## src/rtl/regfile_pkg.sv

```systemverilog
// Shared defaults and types for the architectural register file and its
// pending-load scoreboard.
package regfile_pkg;

    localparam int DEFAULT_DATA_WIDTH = 32;
    localparam int DEFAULT_ADDR_WIDTH = 5;
    localparam int NUM_REGS           = 2**DEFAULT_ADDR_WIDTH;
    localparam int REG_ZERO           = 0;

    typedef logic [DEFAULT_ADDR_WIDTH-1:0] reg_idx_t;
    typedef logic [DEFAULT_DATA_WIDTH-1:0] reg_data_t;

endpackage

```

## src/rtl/regfile_scoreboard.sv

```systemverilog
// Pending-load scoreboard: one bit per register, set on load issue and
// cleared on load writeback. Optional same-cycle clear bypass via REGFILE_BYPASS_EN.
module regfile_scoreboard
    import regfile_pkg::*;
#(
    parameter int ADDR_WIDTH = DEFAULT_ADDR_WIDTH
) (
    input  logic                  clk,
    input  logic                  rst,
    input  logic                  ldIssue,
    input  logic [ADDR_WIDTH-1:0] ldRd,
    input  logic                  loadWb,
    input  logic [ADDR_WIDTH-1:0] wbRd,
    input  logic [ADDR_WIDTH-1:0] rs1,
    input  logic [ADDR_WIDTH-1:0] rs2,
    output logic                  busy1,
    output logic                  busy2
);

    localparam int NREGS = 2**ADDR_WIDTH;

    logic [NREGS-1:0] pending;
    logic [NREGS-1:0] pendingNext;
    logic             setHit;
    logic             clrHit;
    logic             fwd1;
    logic             fwd2;

    assign setHit = ldIssue && (int'(ldRd) != REG_ZERO);
    assign clrHit = loadWb  && (int'(wbRd) != REG_ZERO);

    // Clear first so that a newer load to the same register keeps it pending.
    always_comb begin
        pendingNext = pending;
        if (clrHit) begin
            pendingNext[wbRd] = 1'b0;
        end
        if (setHit) begin
            pendingNext[ldRd] = 1'b1;
        end
        pendingNext[0] = 1'b0;
    end

    always_ff @(posedge clk or negedge rst) begin
        if (!rst) begin
            pending <= '0;
        end else begin
            pending <= pendingNext;
        end
    end

`ifdef REGFILE_BYPASS_EN
    assign fwd1 = clrHit && (wbRd == rs1);
    assign fwd2 = clrHit && (wbRd == rs2);
`else
    assign fwd1 = 1'b0;
    assign fwd2 = 1'b0;
`endif

    assign busy1 = pending[rs1] & ~fwd1;
    assign busy2 = pending[rs2] & ~fwd2;

endmodule

```

## src/rtl/register_file.sv

```systemverilog
// Architectural register file with two combinational read ports, x0 hardwired
// to zero, and a load scoreboard. Optional write-to-read bypass: REGFILE_BYPASS_EN.
module register_file
    import regfile_pkg::*;
#(
    parameter int DATA_WIDTH = DEFAULT_DATA_WIDTH,
    parameter int ADDR_WIDTH = DEFAULT_ADDR_WIDTH
) (
    input  logic                  clk,
    input  logic                  rst,
    input  logic                  regwriteW,
    input  logic [ADDR_WIDTH-1:0] rdW,
    input  logic [DATA_WIDTH-1:0] resultW,
    input  logic                  isloadW,
    input  logic                  ld_issueE,
    input  logic [ADDR_WIDTH-1:0] ld_rdE,
    input  logic [ADDR_WIDTH-1:0] rs1D,
    input  logic [ADDR_WIDTH-1:0] rs2D,
    output logic [DATA_WIDTH-1:0] rd1D,
    output logic [DATA_WIDTH-1:0] rd2D,
    output logic                  busy1D,
    output logic                  busy2D,
    output logic                  stallD
);

    localparam int NREGS = 2**ADDR_WIDTH;

    logic [DATA_WIDTH-1:0] regs [NREGS];
    logic                  writeHit;

    assign writeHit = regwriteW && (int'(rdW) != REG_ZERO);

    always_ff @(posedge clk or negedge rst) begin
        if (!rst) begin
            for (int i = 0; i < NREGS; i++) begin
                regs[i] <= '0;
            end
        end else if (writeHit) begin
            regs[rdW] <= resultW;
        end
    end

    // Reads are gated by reset so a bypassed writeback cannot leak out while held in reset.
    always_comb begin
        rd1D = '0;
        rd2D = '0;
        if (rst) begin
            if (int'(rs1D) != REG_ZERO) begin
                rd1D = regs[rs1D];
`ifdef REGFILE_BYPASS_EN
                if (writeHit && (rdW == rs1D)) begin
                    rd1D = resultW;
                end
`endif
            end
            if (int'(rs2D) != REG_ZERO) begin
                rd2D = regs[rs2D];
`ifdef REGFILE_BYPASS_EN
                if (writeHit && (rdW == rs2D)) begin
                    rd2D = resultW;
                end
`endif
            end
        end
    end

    regfile_scoreboard #(
        .ADDR_WIDTH (ADDR_WIDTH)
    ) scoreboard (
        .clk     (clk),
        .rst     (rst),
        .ldIssue (ld_issueE),
        .ldRd    (ld_rdE),
        .loadWb  (regwriteW && isloadW),
        .wbRd    (rdW),
        .rs1     (rs1D),
        .rs2     (rs2D),
        .busy1   (busy1D),
        .busy2   (busy2D)
    );

    assign stallD = busy1D | busy2D;

endmodule

```

## config.mk

```make
export PLATFORM = sky130hd
export DESIGN_NAME = register_file
export DESIGN_NICKNAME = d
export VERILOG_FILES = /design/src/rtl/regfile_pkg.sv /design/src/rtl/regfile_scoreboard.sv /design/src/rtl/register_file.sv
export SDC_FILE = /design/constraint.sdc
export NUM_CORES = 2
export LEC_CHECK = 0
export ABC_AREA = 1
export CAP_MARGIN = 10
export CORE_MARGIN = 2
export CORE_UTILIZATION = 35
export CTS_BUF_LIST = sky130_fd_sc_hd__clkbuf_4 sky130_fd_sc_hd__clkbuf_8
export DETAILED_ROUTE_END_ITERATION = 8
export DONT_BUFFER_PORTS = 1
export PLACE_DENSITY_LB_ADDON = 0.12
export SLEW_MARGIN = 30
export SYNTH_ARGS = -nofsm -noshare
export SYNTH_HDL_FRONTEND = slang
export SYNTH_HIERARCHICAL = 1
export SYNTH_SLANG_ARGS = --single-unit
```

## constraint.sdc

```tcl
create_clock -name clk -period 2.2 [get_ports clk]
set_input_delay 0.44 -clock clk [delete_from_list [all_inputs] [get_ports clk]]
set_output_delay 0.44 -clock clk [all_outputs]
set_load 0.02 [all_outputs]
```

== Word-level counts from Yosys, hierarchy flattened ==
Cells that the tools add are included.

* Register bits: 1055
* Bits of input ports: 57
* Output and inout bits: 67
* Word-level logic and storage cells: 84

* Order comparisons: 10
* Multiplexer cells: 23
* Bitwise gates (word level): 7
* Reductions and logical operators: 11

{| class="wikitable"
|+ Operator list
! operator !! count
|-
| 1024-bit bitwise mux || 1
|-
| 32-bit 2-to-1 mux || 11
|-
| 32-bit binary-select mux with 5-bit select || 2
|-
| 32-bit demux with 5-bit select || 1
|-
| 32-bit bitwise AND || 1
|-
| 32-bit NOT || 1
|-
| 32-bit OR || 1
|-
| 5-bit by 6-bit < comparator with 1-bit output, second input constant || 4
|-
| 5-bit nonzero test || 4
|-
| 6-bit greater-or-equal comparator, second input constant || 3
|-
| 5-bit NOT with 6-bit output || 3
|-
| 1-bit binary-select mux with 5-bit select || 2
|-
| 1-bit demux with 5-bit select || 2
|-
| 5-bit by 1-bit greater-or-equal comparator with 1-bit output, second input constant || 2
|-
| 1-bit logical AND || 7
|-
| 6-bit by 1-bit < comparator with 1-bit output, second input constant || 1
|-
| 1-bit 2-to-1 mux || 4
|-
| 1-bit OR || 1
|}

== Depth between registers and ports, before layout ==
* Word-level depth: 9
* Gate-level depth with buffers: 12
* Gate-level depth less buffers: 10

== Modules after synthesis ==
The synthesis kept the hierarchy.

{| class="wikitable"
|+ Modules (own cells, without submodules)
! module !! times used !! cells an instance !! area each (µm²) !! seq. area each (µm²)
|-
| register_file || 1 || 8816 || 59037.9 || 25624.6
|-
| regfile_scoreboard || 1 || 298 || 2019.4 || 775.7
|}

== Least setup slack after synthesis ==
Ideal clock, no wire load.

* Path type: input port to output port
* Start: in rs1D[1]
* End: out rd1D[0]
* Arrival: 1878 ps
* Data required time: 1760 ps
* Path slack: -118 ps
* Stages: 10
* Buffers on the path: 3
* Cell sequence: clkbuf_1 inv_1 clkbuf_1 clkbuf_1 o211ai_1 nand3_1 nand3_1 nand2_1 nor2_1 nor2_1

* Longest elaborated chain between the ends: 6
* Elaborated cells between the ends (all ways): 7
* Classes of those cells: mux (5); bitwise (1); reduce/logical (1)

{| class="wikitable"
|+ RTL lines
! element !! RTL line !! RTL
|-
| start: declaration || register_file.sv:17 || <nowiki>input logic [ADDR_WIDTH-1:0] rs1D,</nowiki>
|-
| 5-bit NOT with 6-bit output (implied by the code) || register_file.sv:49 || <nowiki>rd1D = regs[rs1D];</nowiki>
|-
| 32-bit binary-select mux with 5-bit select || register_file.sv:49 ||
|-
| 32-bit 2-to-1 mux (implied by the code) (2 in a row) || register_file.sv:49 ||
|-
| 32-bit 2-to-1 mux (*) || register_file.sv:48 || <nowiki>if (int'(rs1D) != REG_ZERO) begin</nowiki>
|-
| 32-bit 2-to-1 mux (*) || register_file.sv:47 || <nowiki>if (rst) begin</nowiki>
|-
| end: declaration || register_file.sv:19 || <nowiki>output logic [DATA_WIDTH-1:0] rd1D,</nowiki>
|}

Mark *: on every way between the ends. The rest lies on a longest branch, timed or not. The select of a mux whose other input is x is not followed.

== Worst setup path in the final report ==
* Start: in rs1D[0]
* End: out rd1D[12]

The elaborated chain is that of the path after synthesis.

==> metrics.md <==
| Metric | Value |
|---|---|
| Status | finished with violations |
| Failing checks | max-slew violations, negative setup slack |
| Worst Hold Class | primary input to register |
| Hold Path Cell Cnt | 2 |
| Antenna violations before repair | 25 |
| Post-Syn Instances | 9,114 |
| R2R Path End | scoreboard/pending[1] |
| Area of the multi-input gates | 31,300 sq um |
| Worst skew pair latency | 0.98 ns |
| Worst R2R Path Depth | 3 |
| Router iterations before antenna repair | 7 |
| Core Area | 174,000 sq um |
| # H-tree levels | 4 |
| Worst EP arrival | 3.64 ns |
| Most used cell, CP | nand3_1 |
| Minimum clock period | 4.08 ns |
| Clock Tree Buf Depth | 3 |
| 1st-iter DRT viols | 7,016 |
| Netlist cell types | 24 |
| Worst clock skew | 0 ns |
| FF+latch area | 26,400 sq um |
| Total power draw | 0.0605 W |
| Power density over the cells | 792 nW/um^2 |
| Number of top-level pins | 124 |
| Worst vdd ir | 0.489 mV |
| Seq/Total Area, Yosys | 0.432 |
| Total grt overflow | 0 |
| Stages on the worst setup path | 8 |
| Setup CP Type | primary input to primary output |
| Max Slew Vio Count | 438 |
| P_leak | 37.8 nW |
| RSZ-0062 raised after global routing | yes |
| Commonest non-fill, non-tap cells in the layout | nand2_1 (2,984), nand3_1 (1,396), dfrtp_1 (1,055) |
| RePlAce Congestion | 0.852 |
| Synth Warn # | 6 |
| Routed length per placed instance | 23.7 um |
| CP max stage delay | 1.15 ns |
| Layout cells sized above 1 | 0.183 |
| Fillers | 17.7k |
| Num CTS Buffers | 194 |
| Critical path launch point | rs1D[0] |
| DRT Wirelength | 277,000 um |
| Clock sinks | 1,055 |
| Worst-path clk slew | 0.06 ns |
| Delay-heaviest family, CP | simple AND/OR/NAND/NOR gates |
| Largest net degree at the start of global routing | 610 |
| Cell breakdown of the critical path | or2_2, nand3_1, nand3_1, nand3_1, nand2_1, nor2_1, nor2_2, buf_4 |
| First-pass GRT wire length | 396,000 um |
| Rel. slew slack | -0.994 |
| Final Hold Viols | 0 |
| CP bufs+invs | 1 |
| Post-Syn Area per Cell | 6.70 sq um |
| Via count | 63.4k |
| Die Footprint | 178,000 sq um |
| Vias per cell | 5.44 |
| Final instance area | 76,400 sq um |
| HP Start | resultW[10] |
| Worst EP required | 1.76 ns |
| Worst hold endpoint | regs[906] |
| Max_cap viols | 0 |
| Final setup viols | 67 |
| Starting Density | 0.352 |
| Final Net Count | 9,233 |
| Vias in the first global route | 59.7k |
| CP max FO | 609 |
| Startpoint types | primary input |
| FF+latch count, synth | 1,055 |
| CP endpoint kind | primary output |
| Hpwl dp | 148,000 um |
| FP Rows | 153 |
| R2R setup slack | 0.90 ns |
| Most common cell after layout, fill and taps aside | nand2_1 |
| Final Core Density | 0.440 |
| Synthesis-to-finish area growth | 25.1% |
| Port bufs | 0 |
| Tcrit/Tclk final | 1.86 |
| CTS tree | yes |
| Die Y | 422 um |
| Dpl cell area | 66,300 sq um |
| Root Buffer | clkbuf_8 |
| Synth Cell Area | 61,100 sq um |
| GR Util All Layers | 0.293 |
| Worst slew pin tran | 2.99 ns |
| DRC Markers | 0 |
| Worst R2R Start | scoreboard/pending[1] |
| Die W | 422 um |
| Final WS setup | -1.88 ns |
| Maximum operating frequency | 245 MHz |
| Syn nets | 9,171 |
| Antenna-violating nets left | 0 |
| Crit path max-delay cell type | or2_2 |
-- timing repair --
item	CTS	global route
hold buffers	63	0
hold endpoints to repair	1515	0
setup buffers	37	89
resized for setup	406	500
setup endpoints to repair	67	67
pin swaps	301	302
gates cloned	4	37
-- area by class of cell --
type / instances / share of cell area
Timing Repair inverter: 1 / 0.000393
Clock buffer: 319 / 0.0517
Multi-Input combinational cell: 6294 / 0.410
Sequential cell: 1055 / 0.346
Inverter: 1029 / 0.0518
Timing Repair Buffer: 601 / 0.100
Clock inverter: 18 / 0.00169
Antenna cell: 19 / 0.000622
Tap cell: 2325 / 0.0381
-- cells in the mapped netlist --
cell type | instances | area share
buf_6 | 6 | 0.0011
clkinv_1 | 1 | 0.000061
nor4_4 | 1 | 0.00035
or2_2 | 31 | 0.0032
dfrtp_1 | 1055 | 0.43
clkbuf_1 | 600 | 0.037
nor3_2 | 10 | 0.0016
o31ai_1 | 4 | 0.00049
nor3_1 | 1 | 0.000082
nand2_1 | 3125 | 0.19
nor2_2 | 4 | 0.00041
nand3_1 | 1787 | 0.15
nand3_2 | 3 | 0.00049
nand4_1 | 3 | 0.00031
inv_1 | 1020 | 0.063
buf_2 | 70 | 0.0057
nor2_1 | 136 | 0.0084
buf_1 | 60 | 0.0037
inv_2 | 6 | 0.00037
inv_6 | 2 | 0.00029
o21ai_1 | 63 | 0.0052
o21ai_0 | 990 | 0.081
nand2_2 | 8 | 0.00082
o211ai_1 | 128 | 0.016
-- worst reg2reg max path: cells and delay by family, from the launching register on --
family,cells,cell delay [ns]
AO/OA/AOI/OAI,2,0.20
buffers and inverters,1,0.56
flip-flops,1,0.42
-- kinds of logic (layout without fill, tap and decap cells) --
| group | count (synthesis) | in the layout | share of synthesized area |
|---|---|---|---|
| AOI/OAI and AO/OA | 1185 | 1185 | 0.103 |
| buffers and inverters | 1765 | 1968 | 0.111 |
| DFF | 1055 | 1055 | 0.432 |
| other | 0 | 19 | 0 |
| and+or+nand+nor | 5109 | 5109 | 0.354 |
-- per-stage QoR --
step | cells | hold WS [ns] | setup TNS, ns | worst slack, ns
2_1_floorplan | 9114 | 0.144 | -0.671 | -0.0224
3_3_place_gp | 11107 | 0.264 | -38.07 | -1.02
3_5_place_dp | 11114 | 0.155 | -209.80 | -1.96
4_1_cts | 11528 | 0.00101 | -92.07 | -0.646
5_1_grt | 11653 | 0.0748 | -41.25 | -0.721
6_report | 11661 | 0.0938 | -67.97 | -1.88
-- sequential cells by signal, summed over array words and instances (netlist names) --
signal,flops
scoreboard/pending,31
regs,1024
-- layer usage --
| layer | GRT usage | share of wire |
|---|---|---|
| met1 | 0.390 | 0.42 |
| met2 | 0.468 | 0.45 |
| met3 | 0.0442 | 0.079 |
| met4 | 0.141 | 0.053 |
| met5 | 0 | 0.00014 |
-- worst max path at each step --
stage	to	slack (ns)
CTS	rd1D[16]	-0.65
floorplan	rd1D[23]	-0.02
detailed placement	rd2D[17]	-1.96
finish	rd1D[12]	-1.88
global route	rd2D[20]	-0.72
global placement	rd2D[17]	-1.02
-- power by group --
| part | leakage, nW | switching, W | internal (W) | total, W |
|---|---|---|---|---|
| Sequential | 13.4 | 0.00187 | 0.0231 | 0.0249 |
| Clock | 2.16 | 0.00907 | 0.0112 | 0.0203 |
| Combinational | 22.2 | 0.00930 | 0.00595 | 0.0153 |
Power figures use the tool's default switching activity.
